--- src/rtl/floor_request_bank_if.sv ---
// rtl/floor_request_bank_if.sv - call, clear and status signals between the button front end, the bank and the controller
interface floor_request_bank_if #(
  parameter int N_FLOORS = 8
);
  localparam int FW = (N_FLOORS > 1) ? $clog2(N_FLOORS) : 1;

  logic                hall_valid;
  logic [FW-1:0]       hall_floor;
  logic                hall_dir;
  logic                car_valid;
  logic [FW-1:0]       car_floor;
  logic                clr_valid;
  logic [FW-1:0]       clr_floor;
  logic                clr_dir;
  logic [FW-1:0]       cur_floor;

  logic [N_FLOORS-1:0] up_req;
  logic [N_FLOORS-1:0] down_req;
  logic [N_FLOORS-1:0] car_req;
  logic                any_req;
  logic                req_above;
  logic                req_below;
  logic                req_at_cur;
  logic [N_FLOORS-1:0] starved;
  logic                call_err;

  modport master (
    output hall_valid, hall_floor, hall_dir,
    output car_valid, car_floor,
    output clr_valid, clr_floor, clr_dir,
    output cur_floor,
    input  up_req, down_req, car_req,
    input  any_req, req_above, req_below, req_at_cur,
    input  starved, call_err
  );

  modport slave (
    input  hall_valid, hall_floor, hall_dir,
    input  car_valid, car_floor,
    input  clr_valid, clr_floor, clr_dir,
    input  cur_floor,
    output up_req, down_req, car_req,
    output any_req, req_above, req_below, req_at_cur,
    output starved, call_err
  );
endinterface

--- src/rtl/floor_request_bank.sv ---
// rtl/floor_request_bank.sv - per-floor hall/car call bank with direction summaries and starvation ageing
// N_FLOORS must match the parameter of the connected floor_request_bank_if instance.
module floor_request_bank #(
  parameter int N_FLOORS     = 8,
  parameter int AGE_W        = 8,
  parameter int STARVE_LIMIT = 200
) (
  input logic               clk,
  input logic               rst,
  floor_request_bank_if.slave bus
);
  localparam logic [31:0]      TOP     = 32'(N_FLOORS - 1);
  localparam logic [AGE_W-1:0] AGE_MAX = '1;
  localparam logic [AGE_W-1:0] LIMIT   = AGE_W'(STARVE_LIMIT);

  logic [N_FLOORS-1:0] up_q, down_q, car_q;
  logic [N_FLOORS-1:0] up_d, down_d, car_d;
  logic [N_FLOORS-1:0] pend_q, pend_d;
  logic [AGE_W-1:0]    age_q [N_FLOORS];
  logic                err_q;

  logic [31:0] hall_idx, car_idx, clr_idx, cur_idx;
  logic        hall_ok, hall_rej, car_ok, car_rej, clr_ok;

  logic                any_c, above_c, below_c, at_c;
  logic [N_FLOORS-1:0] starved_c;

  // Floor fields are widened so range checks stay meaningful when N_FLOORS is not a power of two.
  assign hall_idx = 32'(bus.hall_floor);
  assign car_idx  = 32'(bus.car_floor);
  assign clr_idx  = 32'(bus.clr_floor);
  assign cur_idx  = 32'(bus.cur_floor);

  always_comb begin
    hall_ok = 1'b0;
    if (bus.hall_valid && (hall_idx <= TOP)) begin
      if (bus.hall_dir) hall_ok = (hall_idx != TOP);
      else              hall_ok = (hall_idx != 32'd0);
    end
    hall_rej = bus.hall_valid & ~hall_ok;
    car_ok   = bus.car_valid && (car_idx <= TOP);
    car_rej  = bus.car_valid & ~car_ok;
    clr_ok   = bus.clr_valid && (clr_idx <= TOP);
  end

  // Clears are applied after sets so a stop in progress swallows a same-cycle call.
  always_comb begin
    up_d   = up_q;
    down_d = down_q;
    car_d  = car_q;
    if (hall_ok && bus.hall_dir)  up_d[bus.hall_floor]   = 1'b1;
    if (hall_ok && !bus.hall_dir) down_d[bus.hall_floor] = 1'b1;
    if (car_ok)                   car_d[bus.car_floor]   = 1'b1;
    if (clr_ok) begin
      car_d[bus.clr_floor] = 1'b0;
      if (bus.clr_dir) up_d[bus.clr_floor]   = 1'b0;
      else             down_d[bus.clr_floor] = 1'b0;
    end
  end

  assign pend_q = up_q | down_q | car_q;
  assign pend_d = up_d | down_d | car_d;

  always_ff @(posedge clk) begin
    if (!rst) begin
      up_q   <= '0;
      down_q <= '0;
      car_q  <= '0;
      err_q  <= 1'b0;
      for (int i = 0; i < N_FLOORS; i++) age_q[i] <= '0;
    end else begin
      up_q   <= up_d;
      down_q <= down_d;
      car_q  <= car_d;
      err_q  <= hall_rej | car_rej;
      for (int i = 0; i < N_FLOORS; i++) begin
        if (!pend_d[i] || !pend_q[i])  age_q[i] <= '0;
        else if (age_q[i] != AGE_MAX)  age_q[i] <= age_q[i] + AGE_W'(1);
      end
    end
  end

  always_comb begin
    any_c     = |pend_q;
    above_c   = 1'b0;
    below_c   = 1'b0;
    at_c      = 1'b0;
    starved_c = '0;
    for (int i = 0; i < N_FLOORS; i++) begin
      starved_c[i] = (age_q[i] >= LIMIT);
      if (cur_idx <= TOP) begin
        if (32'(i) > cur_idx)  above_c = above_c | pend_q[i];
        if (32'(i) < cur_idx)  below_c = below_c | pend_q[i];
        if (32'(i) == cur_idx) at_c    = at_c    | pend_q[i];
      end
    end
  end

  assign bus.up_req     = up_q;
  assign bus.down_req   = down_q;
  assign bus.car_req    = car_q;
  assign bus.any_req    = any_c;
  assign bus.req_above  = above_c;
  assign bus.req_below  = below_c;
  assign bus.req_at_cur = at_c;
  assign bus.starved    = starved_c;
  assign bus.call_err   = err_q;
endmodule
--- src/flat_wrapper.sv ---
// flat-port wrapper written by rule: the top's interface ports become plain ports
module floor_request_bank_flat 
#(
  parameter int N_FLOORS     = 8,
  parameter int AGE_W        = 8,
  parameter int STARVE_LIMIT = 200
)
  (clk, rst, bus_hall_valid, bus_hall_floor, bus_hall_dir, bus_car_valid, bus_car_floor, bus_clr_valid, bus_clr_floor, bus_clr_dir, bus_cur_floor, bus_up_req, bus_down_req, bus_car_req, bus_any_req, bus_req_above, bus_req_below, bus_req_at_cur, bus_starved, bus_call_err);
  floor_request_bank_if #(.N_FLOORS(N_FLOORS)) bus_i ();
  input logic clk;
  input logic rst;
  input wire logic [$bits(bus_i.hall_valid)-1:0] bus_hall_valid;
  input wire logic [$bits(bus_i.hall_floor)-1:0] bus_hall_floor;
  input wire logic [$bits(bus_i.hall_dir)-1:0] bus_hall_dir;
  input wire logic [$bits(bus_i.car_valid)-1:0] bus_car_valid;
  input wire logic [$bits(bus_i.car_floor)-1:0] bus_car_floor;
  input wire logic [$bits(bus_i.clr_valid)-1:0] bus_clr_valid;
  input wire logic [$bits(bus_i.clr_floor)-1:0] bus_clr_floor;
  input wire logic [$bits(bus_i.clr_dir)-1:0] bus_clr_dir;
  input wire logic [$bits(bus_i.cur_floor)-1:0] bus_cur_floor;
  output wire logic [$bits(bus_i.up_req)-1:0] bus_up_req;
  output wire logic [$bits(bus_i.down_req)-1:0] bus_down_req;
  output wire logic [$bits(bus_i.car_req)-1:0] bus_car_req;
  output wire logic [$bits(bus_i.any_req)-1:0] bus_any_req;
  output wire logic [$bits(bus_i.req_above)-1:0] bus_req_above;
  output wire logic [$bits(bus_i.req_below)-1:0] bus_req_below;
  output wire logic [$bits(bus_i.req_at_cur)-1:0] bus_req_at_cur;
  output wire logic [$bits(bus_i.starved)-1:0] bus_starved;
  output wire logic [$bits(bus_i.call_err)-1:0] bus_call_err;
  assign bus_i.hall_valid = bus_hall_valid;
  assign bus_i.hall_floor = bus_hall_floor;
  assign bus_i.hall_dir = bus_hall_dir;
  assign bus_i.car_valid = bus_car_valid;
  assign bus_i.car_floor = bus_car_floor;
  assign bus_i.clr_valid = bus_clr_valid;
  assign bus_i.clr_floor = bus_clr_floor;
  assign bus_i.clr_dir = bus_clr_dir;
  assign bus_i.cur_floor = bus_cur_floor;
  assign bus_up_req = bus_i.up_req;
  assign bus_down_req = bus_i.down_req;
  assign bus_car_req = bus_i.car_req;
  assign bus_any_req = bus_i.any_req;
  assign bus_req_above = bus_i.req_above;
  assign bus_req_below = bus_i.req_below;
  assign bus_req_at_cur = bus_i.req_at_cur;
  assign bus_starved = bus_i.starved;
  assign bus_call_err = bus_i.call_err;
  floor_request_bank #(.N_FLOORS(N_FLOORS), .AGE_W(AGE_W), .STARVE_LIMIT(STARVE_LIMIT)) u_core (.clk(clk), .rst(rst), .bus(bus_i));
endmodule
--- config.mk ---
export PLATFORM = sky130hd
export DESIGN_NAME = floor_request_bank_flat
export DESIGN_NICKNAME = d
export VERILOG_FILES = /design/src/rtl/floor_request_bank_if.sv /design/src/rtl/floor_request_bank.sv /design/src/flat_wrapper.sv
export SDC_FILE = /design/constraint.sdc
export NUM_CORES = 1
export LEC_CHECK = 0
export BUFFER_PORTS_ARGS = -buffer_cell sky130_fd_sc_hd__buf_2
export CORE_MARGIN = 2
export CORE_UTILIZATION = 53
export CTS_CLUSTER_SIZE = 10
export DETAILED_ROUTE_END_ITERATION = 8
export PLACE_DENSITY_LB_ADDON = 0.2
export SETUP_SLACK_MARGIN = 0.3
export SYNTH_ARGS = -nofsm -noshare
export SYNTH_HDL_FRONTEND = slang
export SYNTH_SLANG_ARGS = --single-unit
--- constraint.sdc ---
create_clock -name clk -period 2.1 [get_ports clk]
set_input_delay 0.105 -clock clk [delete_from_list [all_inputs] [get_ports clk]]
set_output_delay 0.105 -clock clk [all_outputs]
set_load 0.1 [all_outputs]
### After elaboration in Yosys (flattened, before gate mapping)

Memories as Yosys holds them, arrays and structs flattened.
Index checks and enable logic that the tools add are counted.

* register bits after elaboration: 25
* memory bits (writable): 64
* bits of input ports: 19
* output and inout port bits: 37
* word-level logic and storage cells: 289
* memories kept: 1

Memories
* u_core.age_q: words 8, width 8, read ports 8, clocked after memory_dff 0, write ports 8, RTL line floor_request_bank.sv:19 `logic [AGE_W-1:0] age_q [N_FLOORS];`

* add/subtract/negate cells: 8
* magnitude comparators: 34
* equality and inequality tests: 16
* muxes and demuxes: 137
* bitwise operators: 53
* reductions and logical operators: 36

Operator list (number)
* $mux W8: 24
* $mux W1: 110
* $add A8 B1 Y8 const B: 8
* $ge A8 B8 Y1 const B: 8
* $ne A8 B8 Y1 const B: 8
* $or A8 B8 Y8: 7
* $or A1 B1 Y1: 38
* $logic_not A32 Y1: 1
* $reduce_bool A32 Y1: 1
* $and A8 B8 Y8: 3
* $logic_not A1 Y1: 17
* $eq A3 B3 Y1 const A: 4
* $gt A3 B3 Y1 const A: 4
* $le A3 B3 Y1 const B: 4
* $lt A3 B3 Y1 const A: 4
* $lt A3 B4 Y1 const B: 3
* $demux W1 S3: 3
* $ge A3 B1 Y1 const B: 3
* $logic_and A1 B1 Y1: 8
* $logic_or A1 B1 Y1: 8
* $not A8 Y8: 1
* $reduce_or A8 Y1: 1
* $eq A2 B3 Y1 const A: 2
* $gt A1 B3 Y1 const A: 2
* 7 further kinds: 12

### Depth between registers and ports, before layout

Gate-level depths: netlist of the first run.

* depth in word-level cells: 25
* mapped depth: 6
* gate-level depth less buffers: 5

### Least setup slack after synthesis of the first run

OpenSTA, ideal clock, no wires.

* kind: flip-flop to output port
* from: reg u_core.down_q[1] (netlist: u_core.bus.down_req[1])
* to: out bus_req_above
* arrival time: 3.672 ns
* data required time: 1.995 ns
* path slack: -1.677 ns
* stages on the path, launching flop included: 6
* buffers on the path: 1
* path through: dfxtp_1 > or3_1 > clkbuf_1 > a21o_1 > a221oi_1 > o21ai_0

* longest elaborated chain between the ends: 23

RTL lines
* from (decl): RTL line floor_request_bank.sv:16 `logic [N_FLOORS-1:0] up_q, down_q, car_q;`
* from (signal assigned): RTL line floor_request_bank.sv:73 `down_q <= down_d;`
* $or A8 B8 Y8 * (2 in a row): RTL line floor_request_bank.sv:61 `assign pend_q = up_q | down_q | car_q;`
* $or A1 B1 Y1 *: RTL line floor_request_bank.sv:92 `if (32'(i) > cur_idx) above_c = above_c | pend_q[i];`
* $mux W1 *: RTL line floor_request_bank.sv:92
* $mux W1 *: RTL line floor_request_bank.sv:91 `if (cur_idx <= TOP) begin`
* $or A1 B1 Y1: RTL line floor_request_bank.sv:92
* $mux W1: RTL line floor_request_bank.sv:92
* $mux W1 *: RTL line floor_request_bank.sv:91
* $or A1 B1 Y1: RTL line floor_request_bank.sv:92
* (+6 left out)
* $mux W1: RTL line floor_request_bank.sv:92
* $mux W1 *: RTL line floor_request_bank.sv:91
* $or A1 B1 Y1: RTL line floor_request_bank.sv:92
* $mux W1: RTL line floor_request_bank.sv:92
* $mux W1 *: RTL line floor_request_bank.sv:91
* $or A1 B1 Y1: RTL line floor_request_bank.sv:92
* $mux W1: RTL line floor_request_bank.sv:92
* $mux W1 *: RTL line floor_request_bank.sv:91
* to (decl): RTL line flat_wrapper.sv:25 `output wire logic [$bits(bus_i.req_above)-1:0] bus_req_above;`

Every way passes the cells marked *; elsewhere a longest branch is shown, timed or not.

### Worst setup path in the final report of the first run

* from: reg u_core.car_q[0] (netlist: u_core.bus.car_req[0])
* to: out bus_req_at_cur

* longest elaborated chain between the ends: 24

RTL lines
* from (decl): RTL line floor_request_bank.sv:16
* from (signal assigned): RTL line floor_request_bank.sv:74 `car_q <= car_d;`
* $or A8 B8 Y8 *: RTL line floor_request_bank.sv:61
* $mux W1 *: RTL line floor_request_bank.sv:94 `if (32'(i) == cur_idx) at_c = at_c | pend_q[i];`
* $mux W1 *: RTL line floor_request_bank.sv:91
* $or A1 B1 Y1: RTL line floor_request_bank.sv:94
* $mux W1: RTL line floor_request_bank.sv:94
* $mux W1 *: RTL line floor_request_bank.sv:91
* $or A1 B1 Y1: RTL line floor_request_bank.sv:94
* $mux W1: RTL line floor_request_bank.sv:94
* (+8 left out)
* $mux W1: RTL line floor_request_bank.sv:94
* $mux W1 *: RTL line floor_request_bank.sv:91
* $or A1 B1 Y1: RTL line floor_request_bank.sv:94
* $mux W1: RTL line floor_request_bank.sv:94
* $mux W1 *: RTL line floor_request_bank.sv:91
* $or A1 B1 Y1: RTL line floor_request_bank.sv:94
* $mux W1: RTL line floor_request_bank.sv:94
* $mux W1 *: RTL line floor_request_bank.sv:91
* to (decl): RTL line flat_wrapper.sv:27 `output wire logic [$bits(bus_i.req_at_cur)-1:0] bus_req_at_cur;`

Marks and branches as above.

==> results.sh, run 1 <==
export IMPL_slew_headroom_pct=65.8
export IMPL_syn_area_per_cell_um2=10.1
export IMPL_drc_errors=0
export IMPL_dp_slack_ns=0.187
export IMPL_fp_coreArea_um2=9280
export IMPL_grt_pass1_vias=4093
export IMPL_reg2reg_depth=4
export IMPL_critical_path_top_delay_family="simple AND/OR/NAND/NOR gates"
export IMPL_async_reset_ff_share_pct=0
export IMPL_hold_path_class="input pin to flop"
export IMPL_place_congestion=0.903
export IMPL_met1_length_um=5380
export IMPL_grt_pass1_wl_um=19800
export IMPL_rsz0062_at_grt="yes"
export IMPL_ys_ff_latch=89
export IMPL_path_cells="or3_4, mux4_2, nor2_4, a21oi_4, buf_12"
export IMPL_synth_area_leaders="edfxtp_1 38%, dfxtp_1 9.8%, nor3_1 5.4%"
export IMPL_postRouteAntennaNets=0
export IMPL_skew_ns=0.0108
export IMPL_cap_violations=0
export IMPL_synthesis_area_um2=5100
export IMPL_synth_edff_count=64
export IMPL_dr_wl_met2_um=6260
export IMPL_syn_to_final_growth_pct=25.7
export IMPL_cp_end_kind="output pin"
export IMPL_cts_buffers=9
export IMPL_via_per_inst=5.92
export IMPL_hold_depth=3
export IMPL_worstPathRequired_ns=2.00
export IMPL_synth_nets=539
export IMPL_drive_gt1_share_pct=33.3
export IMPL_die_x_um=102
export IMPL_fin_nets=627
export IMPL_p_leak_uw=0.00241
export IMPL_dr_wl_met3_um=783
export IMPL_io_buffers=55
export IMPL_finalHoldViolCount=0
export IMPL_clock_sinks=89
export IMPL_wl_per_cell_um=17.4
export IMPL_grt_use_total_pct=24.5
export IMPL_timing_hold_ws_ns=0.0364
export IMPL_cts_buffer_depth=2
export IMPL_grt_max_degree=22
export IMPL_finalPower_uw=3840
export IMPL_clkLatencyLatePin_ns=0.36
export IMPL_top_layer="met4"
export IMPL_row_count=35
export IMPL_clk_pin_slew_ns=0.09
export IMPL_yosysTopAreaCell="edfxtp_1"
export IMPL_synthCells=504
export IMPL_reg2reg_to="u_core.age_q[1][14]"
export IMPL_drt_total_wl_um=12600
export IMPL_min_to="u_core.bus.call_err"
export IMPL_die_y_um=102
export IMPL_htreeDepth=3
export IMPL_critPathMaxStageDelay_ns=0.51
export IMPL_setup_viol=0
export IMPL_yosysMostFrequentCell="edfxtp_1"
export IMPL_synth_top_area_share_pct=37.7
export IMPL_worstPathArrival_ns=1.97
export IMPL_dieArea_um2=10400
export IMPL_maxSlewViolCount=0
export IMPL_rr_startpoint="u_core.age_q[1][9]"
export IMPL_ys_seq_area_share_pct=47.5
export IMPL_peakVddDrop_uv=340
export IMPL_status="completed"
export IMPL_cts_tree="built"
export IMPL_period_share_pct=98.6
export IMPL_final_util_pct=69.1
export IMPL_clockRootBuffer="clkbuf_8"
export IMPL_finalWorstSetupSlack_ns=0.0288
export IMPL_io_pins=56
export IMPL_final_setup_tns_ns=0
export IMPL_num_vias=4299
export IMPL_startpoint_type="flop"
export IMPL_power_density_nw_per_um2=599
export IMPL_crit_path_max_fanout=3
export IMPL_ys_types=62
export IMPL_drt_iter0_drc=286
export IMPL_hpwl_um=9090
export IMPL_critical_path_depth=5
export IMPL_initial_core_util_pct=54.9
export IMPL_synth_ff_type="edfxtp_1"
export IMPL_fmax_mhz=483
export IMPL_worstHoldStart="bus_hall_valid"
export IMPL_r2r_setup_slack_ns=0.34
export IMPL_antennaDiodeCount=0
export IMPL_firstDrtPassIters=4
export IMPL_antenna_found_initial=0
export IMPL_yosys_top_cells_count="64 x edfxtp_1, 55 x nor3_1, 37 x nor2_1, 29 x nand2_1, 25 x dfxtp_1"
export IMPL_crit_slowest_cell="mux4_2"
export IMPL_fin_crit_ns=2.07
export IMPL_cp_num_buf_inv=1
export IMPL_grt_overflow=0
export IMPL_yosys_warnings=0
export IMPL_crit_type="flop to output pin"
export IMPL_worstMarginPinSlew_ns=0.516
==> cell type report <==
type	count	area, um^2
fill	713	2870
clock buffer	10	128
clock inverter	6	106
multi-input combinational	373	2810
sequential	89	2510
inverter	24	90.1
tap	129	161
timing repair buffer	95	606
==> tightest hold or removal path: cells and delay by family <==
| family | cells | cell delay, ns |
|---|---|---|
| and+or+nand+nor | 2 | 0.11 |
| buffers and inverters | 1 | 0.14 |
==> power breakdown <==
group | leakage, uW | switching (uW) | internal [uW] | total [uW]
sequential | 0.00101 | 16.6 | 1850 | 1860
clock | 0.000114 | 606 | 785 | 1390
combinational | 0.00128 | 402 | 185 | 586
total | 0.00241 | 1020 | 2820 | 3840
==> routing by layer <==
layer / global-route usage [%] / vias to the layer above
met5: 0 / -
met4: 8.10 / 0
met3: 5.61 / 20
met2: 41.6 / 113
met1: 31.0 / 2083
li1: - / 2083
==> worst max path at each step <==
stage / from / end / slack [ns]
floorplan: u_core.bus.up_req[1] / bus_req_above / 0.22
global placement: bus_hall_dir / u_core.age_q[1][7] / 0.21
detailed placement: u_core.age_q[1][24] / u_core.age_q[1][26] / 0.19
CTS: u_core.bus.up_req[2] / bus_req_at_cur / 0.03
global route: u_core.bus.up_req[3] / bus_req_at_cur / -0.03
finish: u_core.bus.car_req[0] / bus_req_at_cur / 0.03
==> cells in the final DEF, fill, tap and decap left out, drive strengths merged, types with 12 or more instances in the layout <==
master and n:
a21oi 14, and3 12, buf 95, dfxtp 25, edfxtp 64, ha 16
inv 24, nand2 29, nand3 22, nor2 37, nor3 55, nor4 20
xnor2 23, xor2 20
==> through the flow <==
stage               cells  area (um^2)
floorplan             504         5390
global placement      691         5880
detailed placement    691         5880
CTS                   715         6240
global route          726         6410
finish                726         6410
==> registers in the layout, indices dropped and copies added (netlist names) <==
signal and count:
u_core.age_q 64, u_core.bus.car_req 8, u_core.bus.down_req 8, u_core.bus.up_req 8, u_core.bus.call_err 1
==> kinds of logic (layout without fill, tap and decap cells) <==
group	count (synthesis)	count (layout)	share of synthesized area, %
adders and majority gates	16	16	3.92
AOI/OAI and AO/OA	68	68	10.2
DFF	89	89	47.5
muxes	2	2	0.883
xor gates and xnor gates	43	43	7.38
and+or+nand+nor	244	244	26.7
buffers and inverters	42	135	3.41
==> timing repair <==
action	CTS	global route
pin swaps	4	8
buffers inserted	8	11
endpoints found under the hold margin	0	0
hold buffers	0	0
resized for setup	17	20
endpoints found under the setup margin	28	69
gates cloned	0	0
No activity file was read; power rests on OpenSTA's default activity.
==> inputs of run 2 (changes only) <==
--- a/config.mk
+++ b/config.mk
@@ -11,7 +11,7 @@
 export CTS_CLUSTER_SIZE = 10
 export DETAILED_ROUTE_END_ITERATION = 8
 export PLACE_DENSITY_LB_ADDON = 0.2
-export SETUP_SLACK_MARGIN = 0.3
+export SETUP_SLACK_MARGIN = 0.2
 export SYNTH_ARGS = -nofsm -noshare
 export SYNTH_HDL_FRONTEND = slang
 export SYNTH_SLANG_ARGS = --single-unit
==> results.sh, run 2 (synthesized netlist as in run 1, its figures left out) <==
export IMPL_status="completed"
export IMPL_drt_iter0_drc=270
export IMPL_grt_use_total_pct=24.0
export IMPL_crit_type="flop to output pin"
export IMPL_power_density_nw_per_um2=598
export IMPL_fin_nets=620
export IMPL_rr_startpoint="u_core.age_q[1][9]"
export IMPL_cp_end_kind="output pin"
export IMPL_crit_start="u_core.bus.up_req[0]"
export IMPL_final_common_cell="edfxtp_1"
export IMPL_rsz0062_at_grt="yes"
export IMPL_fmax_mhz=484
export IMPL_wl_per_cell_um=16.9
export IMPL_startpoint_type="flop"
export IMPL_io_buffers=55
export IMPL_via_per_inst=5.92
export IMPL_cts_buffer_depth=2
export IMPL_drive_gt1_share_pct=29.7
export IMPL_largest_reg_flops=64
export IMPL_skew_ns=0.0114
export IMPL_clockRootBuffer="clkbuf_8"
export IMPL_io_pins=56
export IMPL_die_y_um=102
export IMPL_timing_hold_ws_ns=0.0418
export IMPL_clkLatencyLatePin_ns=0.35
export IMPL_final_cell_mix="64 x edfxtp_1, 51 x nor3_1, 51 x buf_2"
export IMPL_critPathMaxStageDelay_ns=0.52
export IMPL_endpoint="bus_req_at_cur"
export IMPL_grt_max_degree=22
export IMPL_fin_crit_ns=2.07
export IMPL_firstDrtPassIters=4
export IMPL_cts_tree="built"
export IMPL_syn_to_final_growth_pct=22.5
export IMPL_grt_pass1_wl_um=19700
export IMPL_cp_num_buf_inv=1
export IMPL_cts_buffers=9
export IMPL_reg2reg_to="u_core.age_q[1][8]"
export IMPL_peakVddDrop_uv=412
export IMPL_maxSlewViolCount=0
export IMPL_initial_core_util_pct=54.9
export IMPL_period_share_pct=98.5
export IMPL_num_vias=4264
export IMPL_htreeDepth=3
export IMPL_crit_slowest_cell="mux4_2"
export IMPL_dieArea_um2=10400
export IMPL_drt_total_wl_um=12200
export IMPL_drc_errors=0
export IMPL_die_x_um=102
export IMPL_place_congestion=0.872
export IMPL_setup_viol=0
export IMPL_fin_area_um2=6250
export IMPL_finalPower_uw=3740
export IMPL_path_cells="or3_4, mux4_2, nor2_4, a21oi_4, buf_12"
export IMPL_antenna_found_initial=1
export IMPL_final_util_pct=67.3
export IMPL_worstPathArrival_ns=1.96
export IMPL_p_leak_uw=0.00236
export IMPL_largest_register="u_core.age_q"
export IMPL_clk_pin_slew_ns=0.08
export IMPL_fillers=731
export IMPL_critical_path_top_delay_family="simple AND/OR/NAND/NOR gates"
export IMPL_dpl_cell_area_um2=5790
export IMPL_cap_violations=0
export IMPL_finalHoldViolCount=0
export IMPL_worstMarginPinSlew_ns=0.517
export IMPL_hold_buffers=0
export IMPL_grt_pass1_vias=4031
export IMPL_critical_path_depth=5
export IMPL_reg2reg_depth=4
export IMPL_row_count=35
export IMPL_grt_overflow=0
export IMPL_final_setup_tns_ns=0
export IMPL_slew_headroom_pct=65.8
export IMPL_r2r_setup_slack_ns=0.25
export IMPL_fp_coreArea_um2=9280
export IMPL_worstPathRequired_ns=2.00
export IMPL_clock_sinks=89
export IMPL_hold_path_class="input pin to flop"
export IMPL_crit_path_max_fanout=5
export IMPL_hpwl_um=9070
export IMPL_postRouteAntennaNets=0
-- run 2: what timing repair did --
action	CTS	global route
setup buffers	3	6
pin swaps	4	10
setup endpoints to repair	4	66
gates resized for setup	22	19
-- run 2: worst min-delay path by stage --
stage                    from                   to  slack (ns)  cells after the start
2_1_floorplan  bus_hall_valid  u_core.bus.call_err        0.22                      2
3_3_place_gp   bus_hall_valid  u_core.bus.call_err        0.39                      3
3_5_place_dp   bus_hall_valid  u_core.bus.call_err        0.40                      3
4_1_cts        bus_hall_valid  u_core.bus.call_err        0.03                      3
5_1_grt        bus_hall_valid  u_core.bus.call_err        0.05                      3
6_report       bus_hall_valid  u_core.bus.call_err        0.04                      3
-- run 2: final cells by class --
type / count / area, um^2 / area share (%)
sequential: 89 / 2500 / 40.0
clock buffer: 11 / 131 / 2.10
clock inverter: 5 / 80.1 / 1.28
inverter: 24 / 90.1 / 1.44
antenna: 1 / 2.50 / 0.0401
timing repair buffer: 88 / 566 / 9.05
tap: 129 / 161 / 2.58
multi-input combinational: 373 / 2720 / 43.5
-- run 2: stage by stage --
step | cells | setup slack (ns)
floorplan | 504 | 0.208
global placement | 694 | 0.119
detailed placement | 694 | 0.112
CTS | 713 | 0.0256
global route | 720 | -0.0260
finish | 720 | 0.0319
-- run 2: per-layer routing --
metal  share of wire (%)  global-route usage (%)  routed length [um]
met1                  44                    32.6                5350
met2                  48                    38.1                5810
met3                 6.4                    5.40                 782
met4                 1.7                    8.10                 208
met5                   0                       0                   0
-- run 2: tightest hold or removal path, cell delays in order --
cell and delay (ns):
buf_2 0.14, nand2_1 0.06, nor2_1 0.04
-- run 2: power by group --
part           switching [uW]  leakage [uW]  internal [uW]
Clock                     602      0.000101            670
Sequential               16.5       0.00101           1850
Combinational             401       0.00125            192
Total                    1020       0.00236           2720
